`config.mk`:
```
export PLATFORM = sky130hd
export DESIGN_NAME = interrupt_responder
export DESIGN_NICKNAME = d
export VERILOG_FILES = /design/src/rtl/irq_pkg.sv /design/src/rtl/irq_priority_encoder.sv /design/src/rtl/interrupt_responder.sv
export SDC_FILE = /design/constraint.sdc
export NUM_CORES = 1
export LEC_CHECK = 0
export BUFFER_PORTS_ARGS = -buffer_cell sky130_fd_sc_hd__buf_2
export CORE_UTILIZATION = 40
export DETAILED_ROUTE_END_ITERATION = 8
export PLACE_DENSITY = 0.82
export SLEW_MARGIN = 0
export SYNTH_ARGS = -nofsm -noshare
export SYNTH_HDL_FRONTEND = slang
export SYNTH_HIERARCHICAL = 1
export SYNTH_SLANG_ARGS = --single-unit
```
`constraint.sdc`:
```
create_clock -name clk -period 1.5 [get_ports clk]
set_input_delay 0.3 -clock clk [delete_from_list [all_inputs] [get_ports clk]]
set_output_delay 0.3 -clock clk [all_outputs]
set_load 0.005 [all_outputs]
```
`src/rtl/irq_pkg.sv`:
```
// Shared types and vector arithmetic for the interrupt responder.
// The IRQ_TIMEOUT_EN build option is used by interrupt_responder.
package irq_pkg;

    typedef enum logic [1:0] {
        IDLE    = 2'd0,
        PENDING = 2'd1,
        ACK     = 2'd2,
        SERVICE = 2'd3
    } irq_state_e;

    localparam logic [15:0] VEC_BASE_DEF   = 16'h0100;
    localparam int          VEC_STRIDE_DEF = 4;

    function automatic logic [31:0] vec_addr(
        input logic [31:0] base,
        input logic [31:0] stride,
        input logic [31:0] id
    );
        return base + id * stride;
    endfunction

endpackage

```
`src/rtl/irq_priority_encoder.sv`:
```
// Fixed-priority encoder: lowest set request bit wins.
// Purely combinational.
module irq_priority_encoder #(
    parameter int NUM_SRC = 8
) (
    input  logic [NUM_SRC-1:0]         req_i,
    output logic                       valid_o,
    output logic [$clog2(NUM_SRC)-1:0] idx_o
);

    localparam int IDW = $clog2(NUM_SRC);

    always_comb begin
        valid_o = |req_i;
        idx_o   = '0;
        // Scan downward so the lowest set index is written last.
        for (int i = NUM_SRC - 1; i >= 0; i--) begin
            if (req_i[i]) idx_o = IDW'(i);
        end
    end

endmodule

```
`src/rtl/interrupt_responder.sv`:
```
// CPU-side interrupt responder: arbitrate, request, acknowledge, service.
// Define IRQ_TIMEOUT_EN to abandon requests left pending for TIMEOUT_CYC cycles.
module interrupt_responder
    import irq_pkg::*;
#(
    parameter int                NUM_SRC     = 8,
    parameter int                ADDR_W      = 16,
    parameter logic [ADDR_W-1:0] VEC_BASE    = ADDR_W'(VEC_BASE_DEF),
    parameter int                VEC_STRIDE  = VEC_STRIDE_DEF,
    parameter int                TIMEOUT_CYC = 255
) (
    input  logic                       clk,
    input  logic                       rst_n,
    input  logic                       gie,
    input  logic [NUM_SRC-1:0]         irq_req,
    output logic [NUM_SRC-1:0]         irq_ack,
    output logic                       cpu_irq,
    output logic [ADDR_W-1:0]          cpu_vec_addr,
    input  logic                       cpu_irq_take,
    input  logic                       cpu_reti,
    output logic                       in_service,
    output logic [$clog2(NUM_SRC)-1:0] active_id,
    output logic                       timeout_err
);

    localparam int IDW = $clog2(NUM_SRC);

    if (NUM_SRC < 2 || NUM_SRC > 32 || TIMEOUT_CYC < 1) begin : g_bad_cfg
        $error("interrupt_responder: unsupported parameter set");
    end

    irq_state_e     state_q, state_d;
    logic [IDW-1:0] id_q, id_d;
    logic           pe_valid;
    logic [IDW-1:0] pe_idx;
    logic           tmo_hit;

    irq_priority_encoder #(
        .NUM_SRC (NUM_SRC)
    ) u_pe (
        .req_i   (irq_req & {NUM_SRC{gie}}),
        .valid_o (pe_valid),
        .idx_o   (pe_idx)
    );

`ifdef IRQ_TIMEOUT_EN
    localparam int CW = $clog2(TIMEOUT_CYC + 1);

    logic [CW-1:0] cnt_q, cnt_d;
    logic          tmo_q, tmo_d;

    assign tmo_hit = (cnt_q + CW'(1)) == CW'(TIMEOUT_CYC);

    always_comb begin
        cnt_d = cnt_q;
        if (state_q != PENDING) begin
            cnt_d = '0;
        end else if (!cpu_irq_take) begin
            cnt_d = cnt_q + CW'(1);
        end
    end

    // Pulse only when the timeout is the reason PENDING is left.
    assign tmo_d = (state_q == PENDING) && tmo_hit && !cpu_irq_take
                   && gie && irq_req[id_q];

    always_ff @(posedge clk or negedge rst_n) begin
        if (!rst_n) begin
            cnt_q <= '0;
            tmo_q <= 1'b0;
        end else begin
            cnt_q <= cnt_d;
            tmo_q <= tmo_d;
        end
    end

    assign timeout_err = tmo_q;
`else
    assign tmo_hit     = 1'b0;
    assign timeout_err = 1'b0;
`endif

    always_comb begin
        state_d = state_q;
        id_d    = id_q;
        unique case (state_q)
            IDLE: begin
                if (pe_valid) begin
                    id_d    = pe_idx;
                    state_d = PENDING;
                end
            end
            PENDING: begin
                if (cpu_irq_take)        state_d = ACK;
                else if (!gie)           state_d = IDLE;
                else if (!irq_req[id_q]) state_d = IDLE;
                else if (tmo_hit)        state_d = IDLE;
            end
            ACK:     state_d = SERVICE;
            SERVICE: if (cpu_reti) state_d = IDLE;
            default: state_d = IDLE;
        endcase
    end

    always_ff @(posedge clk or negedge rst_n) begin
        if (!rst_n) begin
            state_q <= IDLE;
            id_q    <= '0;
        end else begin
            state_q <= state_d;
            id_q    <= id_d;
        end
    end

    always_comb begin
        irq_ack = '0;
        if (state_q == ACK) irq_ack[id_q] = 1'b1;
    end

    assign cpu_irq    = (state_q == PENDING);
    assign in_service = (state_q == ACK) || (state_q == SERVICE);
    assign active_id  = id_q;

    assign cpu_vec_addr = (state_q == IDLE) ? '0 :
        ADDR_W'(vec_addr(32'(VEC_BASE), 32'(VEC_STRIDE), 32'(id_q)));

endmodule

```
After elaboration in Yosys (flattened, before gate mapping)
Index checks and enable logic that the tools add are counted.
{"block": "totals", "ff_bits": 5, "out_inout_bits": 30}
{"block": "op_classes", "addsub": 1, "n_bitwise": 1, "order_cmp": 2, "mux": 20, "n_reduce_logical": 6, "n_eq_ne": 6}
{"op": "$mux 3", "n": 8}
{"op": "$add 9x5->10 const A", "n": 1}
{"op": "$mux 10", "n": 1}
{"op": "$mux 2", "n": 5}
{"op": "$and 8x8->8", "n": 1}
{"op": "$mux 8", "n": 1}
{"op": "$pmux 2 s4", "n": 1}
{"op": "$reduce_or 8->1", "n": 1}
{"op": "$eq 2x2->1 const B", "n": 2}
{"op": "$lt 3x4->1 const B", "n": 1}
{"op": "$ne 2x2->1 const B", "n": 2}
{"op": "$ne 4x4->1 const B", "n": 1}
{"op": "$bmux 1 s3", "n": 1}
{"op": "$demux 1 s3", "n": 1}
{"op": "$ge 3x1->1 const B", "n": 1}
{"op": "$reduce_and 3->1", "n": 1}
{"op": "$eq 2x1->1 const B", "n": 1}
{"op": "$logic_not 2->1", "n": 1}
{"op": "$mux 1", "n": 2}
{"op": "$reduce_and 2->1", "n": 1}
{"op": "$logic_and 1x1->1", "n": 1}
{"op": "$logic_or 1x1->1", "n": 1}

Logic depth before layout (Yosys ltp)
{"block": "depth", "word_depth": 9, "depth_mapped": 6, "ltp_nobuf": 6}

Hierarchy
Netlist, hierarchy kept.
{"module": "interrupt_responder", "area_per_inst_um2": 559.3, "instances": 1, "cells_per_inst": 67, "seq_area_each_um2": 125.1}
{"module": "irq_priority_encoder", "area_per_inst_um2": 81.3, "instances": 1, "cells_per_inst": 13, "seq_area_each_um2": 0.0}

Least setup slack after synthesis
No wires, ideal clock.
{"block": "synth_timing", "kind": "input to register", "startpoint": "input irq_req[4]", "endpoint": "register state_q[0]", "cell_stages": 6, "setup_slack_ns": 0.050, "arrival_time_ns": 1.326, "n_path_buf": 0, "required_time_ns": 1.376, "path_cell_list": "and2_1 > nor4_2 > nand3_1 > nor2b_1 > o31a_1 > o31a_1"}
{"block": "synth_via", "elab_chain_cells": 4, "word_cells_on_any_way": 7}
{"item": "start: declaration", "line": "interrupt_responder.sv:15", "text": "input logic [NUM_SRC-1:0] irq_req,"}
{"item": "$and 8x8->8", "line": "interrupt_responder.sv:41", "text": ".req_i (irq_req & {NUM_SRC{gie}}),"}
{"item": "$reduce_or 8->1", "line": "irq_priority_encoder.sv:14", "text": "valid_o = |req_i;"}
{"item": "named net pe_valid", "line": "interrupt_responder.sv:34", "text": "logic pe_valid;"}
{"item": "$ne 2x2->1 (no source line)"}
{"item": "$reduce_and 3->1 (no source line)"}
{"item": "end signal: assignment", "line": "interrupt_responder.sv:110", "text": "state_q <= state_d;"}
{"item": "end: declaration", "line": "interrupt_responder.sv:32", "text": "irq_state_e state_q, state_d;"}
The timed path passes the listed nets, and every way through them passes these cells. The select of a mux whose other input is x is not followed.
A chain may end at the register's enable or synchronous reset.

Worst setup path after layout
{"block": "layout_timing", "startpoint": "register id_q[0] (netlist: active_id[0])", "endpoint": "output irq_ack[0]"}
{"block": "layout_via", "elab_chain_cells": 5, "word_cells_on_any_way": 6}
{"item": "start: declaration", "line": "interrupt_responder.sv:33", "text": "logic [IDW-1:0] id_q, id_d;"}
{"item": "start signal: assignment", "line": "interrupt_responder.sv:111", "text": "id_q <= id_d;"}
{"item": "$lt 3x4->1 (not written as such) or $ge 3x1->1 (tied branches)", "line": "interrupt_responder.sv:117", "text": "if (state_q == ACK) irq_ack[id_q] = 1'b1;"}
{"item": "$logic_and 1x1->1 (not written as such)", "line": "interrupt_responder.sv:117"}
{"item": "$mux 1 (not written as such)", "line": "interrupt_responder.sv:117"}
{"item": "$demux 1 s3 (*)", "line": "interrupt_responder.sv:117"}
{"item": "$mux 8 (*)", "line": "interrupt_responder.sv:117"}
{"item": "end: declaration", "line": "interrupt_responder.sv:16", "text": "output logic [NUM_SRC-1:0] irq_ack,"}
Mark *: on every way between the ends. The rest lies on a longest branch, timed or not.

==> impl_metrics.sql <==
INSERT INTO impl_metrics (metric_group, metric, value, unit) VALUES
('power_and_ir_drop', 'irDropWorstVdd', '0.523', 'mV'),
('floorplan', 'core.rowCount', '14', ''),
('timing', 'report.final.setup_viol', '8', ''),
('setup_path', 'crit_required', '1.20', 'ns'),
('setup_path', 'cp_max_fo', '4', ''),
('power_and_ir_drop', 'power.density', '1480', 'nW/um^2'),
('setup_path', 'worstPathCellList', 'or3_4 > nor3_2 > buf_2', ''),
('cells_and_area', 'finish.cell_count_without_fillers', '139', ''),
('cells_and_area', 'final_layout_size_suffix_gt1_share', '46.3', '%'),
('logic_synthesis', 'synthDominantCellAreaShare', '19.5', '%'),
('route', 'totalWireLength', '1500', 'um'),
('logic_synthesis', 'synth_area', '641', 'um^2'),
('place', 'place.gp.congestion', '0.736', ''),
('setup_path', 'cpLargestDelayFamily', 'simple AND/OR/NAND/NOR gates', ''),
('global_route', 'grt_antenna_before_repair', '0', ''),
('setup_path', 'start_kind', 'flip-flop', ''),
('status', 'status', 'complete, but fails checks', ''),
('setup_path', 'critical_path_arrival', '1.29', 'ns'),
('floorplan', 'fp.dieArea', '1770', 'um^2'),
('cts', 'h-tree-depth', '1', ''),
('route', 'wl_per_cell', '10.8', 'um'),
('cells_and_area', 'most_used_cells_in_the_layout_excluding_fill_and_tap_cells', 'buf_2, conb_1, buf_4', ''),
('power_and_ir_drop', 'power_leakage', '0.479', 'nW'),
('logic_synthesis', 'synth_enable_flop_cells', '0', ''),
('logic_synthesis', 'synth.yosys.warnings', '6', ''),
('logic_synthesis', 'yosys_register_bits', '5', ''),
('cts', 'cts.sinks', '5', ''),
('logic_synthesis', 'ys_top_cells_by_area', 'dfrtp_1, buf_4, and2_1', ''),
('cells_and_area', 'area_growth', '37.9', '%'),
('cts', 'clock_insertion_delay_worst_skew', '0.24', 'ns'),
('timing', 'post-route-period-util', '106', '%'),
('logic_synthesis', 'ys_async_sr_fraction', '100', '%'),
('job', 'max-cap-violations', '0', ''),
('floorplan', 'start_util', '42.5', '%'),
('route', 'drt-vias-per-instance', '4.74', ''),
('cells_and_area', 'antenna_cell_count', '0', ''),
('global_route', 'grt_overflow', '0', ''),
('logic_synthesis', 'postSynthAreaPerCell', '8.01', 'um^2'),
('timing', 'postLayoutSetupSlackWorst', '-0.0869', 'ns'),
('place', 'port_buffers', '29', ''),
('cells_and_area', 'final_nets', '137', ''),
('cts', 'clk_pin_slew_worst_paths', '0.05', 'ns'),
('route', 'postRouteAntennaNets', '0', ''),
('cts', 'clock_path_buffers', '2', ''),
('route', 'drcViolationCount', '0', ''),
('logic_synthesis', 'synth_largest_area_cell', 'dfrtp_1', ''),
('route', 'detail_route.first_pass.iterations', '4', ''),
('floorplan', 'y_dimension_of_the_die', '42.0', 'um'),
('logic_synthesis', 'ys_seq_area_share', '19.5', '%'),
('setup_path', 'timing.setup.critical_path_class', 'reg -> out', ''),
('setup_path', 'slowest_delay', '0.43', 'ns'),
('timing', 'fin_worst_skew', '0.00580', 'ns'),
('timing', 'final_period_minus_worst_setup_slack', '1.59', 'ns'),
('floorplan', 'pin_count', '43', ''),
('cts', 'inserted_clock_buffers', '3', ''),
('logic_synthesis', 'yosysUniqueCellTypes', '32', ''),
('global_route', 'grt_pass1_vias', '592', ''),
('setup_path', 'timing.critical_path.slowest_stage_cell', 'or3_4', ''),
('logic_synthesis', 'syn-instance-count', '80', ''),
('status', 'violations_in_the_final_reports', 'negative setup slack', ''),
('route', 'drtIter0Drc', '8', ''),
('global_route', 'groute.usage.overall', '17.8', '%'),
('cells_and_area', 'final-seq-area', '126', 'um^2'),
('floorplan', 'die_width', '42.0', 'um'),
('worst_hold_path', 'timing.hold.worst.class', 'in -> reg', ''),
('timing', 'hold_viol_final', '0', ''),
('logic_synthesis', 'ys_dominant_reg_cell', 'dfrtp_1', ''),
('timing', 'slew_violations', '0', ''),
('setup_path', 'critical_path.endpoint_type', 'output pin', ''),
('cts', 'tritoncts', 'yes', ''),
('setup_path', 'critical_path.n_buffers_inverters', '1', ''),
('floorplan', 'core_area', '1510', 'um^2'),
('global_route', 'grt_first_pass_wirelength', '2390', 'um'),
('cells_and_area', 'post-route-util', '58.6', '%'),
('route', 'vias', '659', ''),
('cells_and_area', 'multi_input_comb_area', '450', 'um^2'),
('cts', 'cts_root_buf', 'clkbuf_4', ''),
('global_route', 'grt_start_max_net_pins', '10', ''),
('cells_and_area', 'most_common_cell_after_layout_fill_and_taps_aside', 'buf_2', ''),
('place', 'dp_hpwl', '1240', 'um'),
('timing', 'grt_setup_unrepaired', 'true', ''),
('timing', 'clock.fmax', '0.630', 'GHz'),
('place', 'placedCellCount', '132', ''),
('cells_and_area', 'num-fill-cells', '151', '');
## area by class of cell
type | count | area share, %
multi-input combinational | 69 | 51.0
timing repair buffer | 42 | 28.2
sequential | 5 | 14.3
clock buffer | 4 | 2.97
tap | 16 | 2.27
inverter | 3 | 1.27
## worst reg2reg max path: cells and delay by family, from the launching register on
family	cells	cell delay, ns
buffers and inverters	2	0.28
multiplexers	1	0.20
AO/OA/AOI/OAI	2	0.40
flip-flops	1	0.39
## timing repair
item	in CTS	in global routing
gates resized for setup	0	4
pin swaps	1	4
setup buffers	0	2
endpoints found under the hold margin	5	0
hold buffers	1	0
setup endpoints to repair	8	12
## kinds of logic (layout without fill, tap and decap cells)
family / after synthesis / after routing / share of synthesized area [%]
flip-flops: 5 / 5 / 19.5
multiplexers: 7 / 7 / 13.3
buffers and inverters: 18 / 49 / 18.4
AND/OR/NAND/NOR: 39 / 39 / 36.7
AO/OA/AOI/OAI: 10 / 10 / 11.5
other: 1 / 13 / 0.585
## cell usage after synthesis (2+ instances only)
master	number
nor2b_1	5
nand2_1	2
dfrtp_1	5
nor2_1	9
nand2b_1	2
o31a_1	2
and3b_1	2
and2_1	8
nand3_1	2
mux2_4	3
buf_4	13
mux2i_1	4
a21boi_0	2
inv_1	2
nor3_1	2
## power breakdown
part           total, W  internal [W]  leakage, nW  switching [W]
sequential     0.000307      0.000204       0.0593       0.000103
combinational  0.000849      0.000478        0.405       0.000371
clock          0.000152      0.000100       0.0150      0.0000520
total           0.00131      0.000782        0.479       0.000526
## stage by stage
step / hold slack [ns] / setup slack (ns) / instance area, um^2 / TNS (ns) / total power, W
global route: 0.356 / -0.121 / 883 / -0.851 / 0.00141
CTS: 0.333 / -0.0740 / 856 / -0.288 / 0.00125
detailed placement: 0.117 / -0.119 / 820 / -0.324 / 0.00109
global placement: 0.116 / -0.0777 / 820 / -0.186 / 0.00107
floorplan: 0.00441 / 0.0498 / 686 / 0 / 0.000808
finish: 0.335 / -0.0869 / 883 / -0.333 / 0.00131
## metal layers
metal  vias up  GRT usage [%]  part of all wire (%)
li1        330              -                     -
met1       295           20.1                    43
met2        32           32.8                    52
met3         2           1.72                   4.1
met4         0           9.38                   1.3
met5         -              0                     0
## path summary, 6_finish.rpt
kind                                   start      endpoint  slack, ns  depth (start not counted)
worst max-delay path            active_id[0]    irq_ack[0]      -0.09                          3
worst min-delay path            cpu_irq_take     flip-flop       0.33                          3
worst max register to register  active_id[0]    state_q[0]       0.12                          5
worst min register to register     flip-flop     flip-flop       0.56                          2
max in group asynchronous              rst_n  active_id[1]       0.95                          2
min in group asynchronous              rst_n    state_q[0]       0.41                          2
Power figures use the tool's default switching activity.
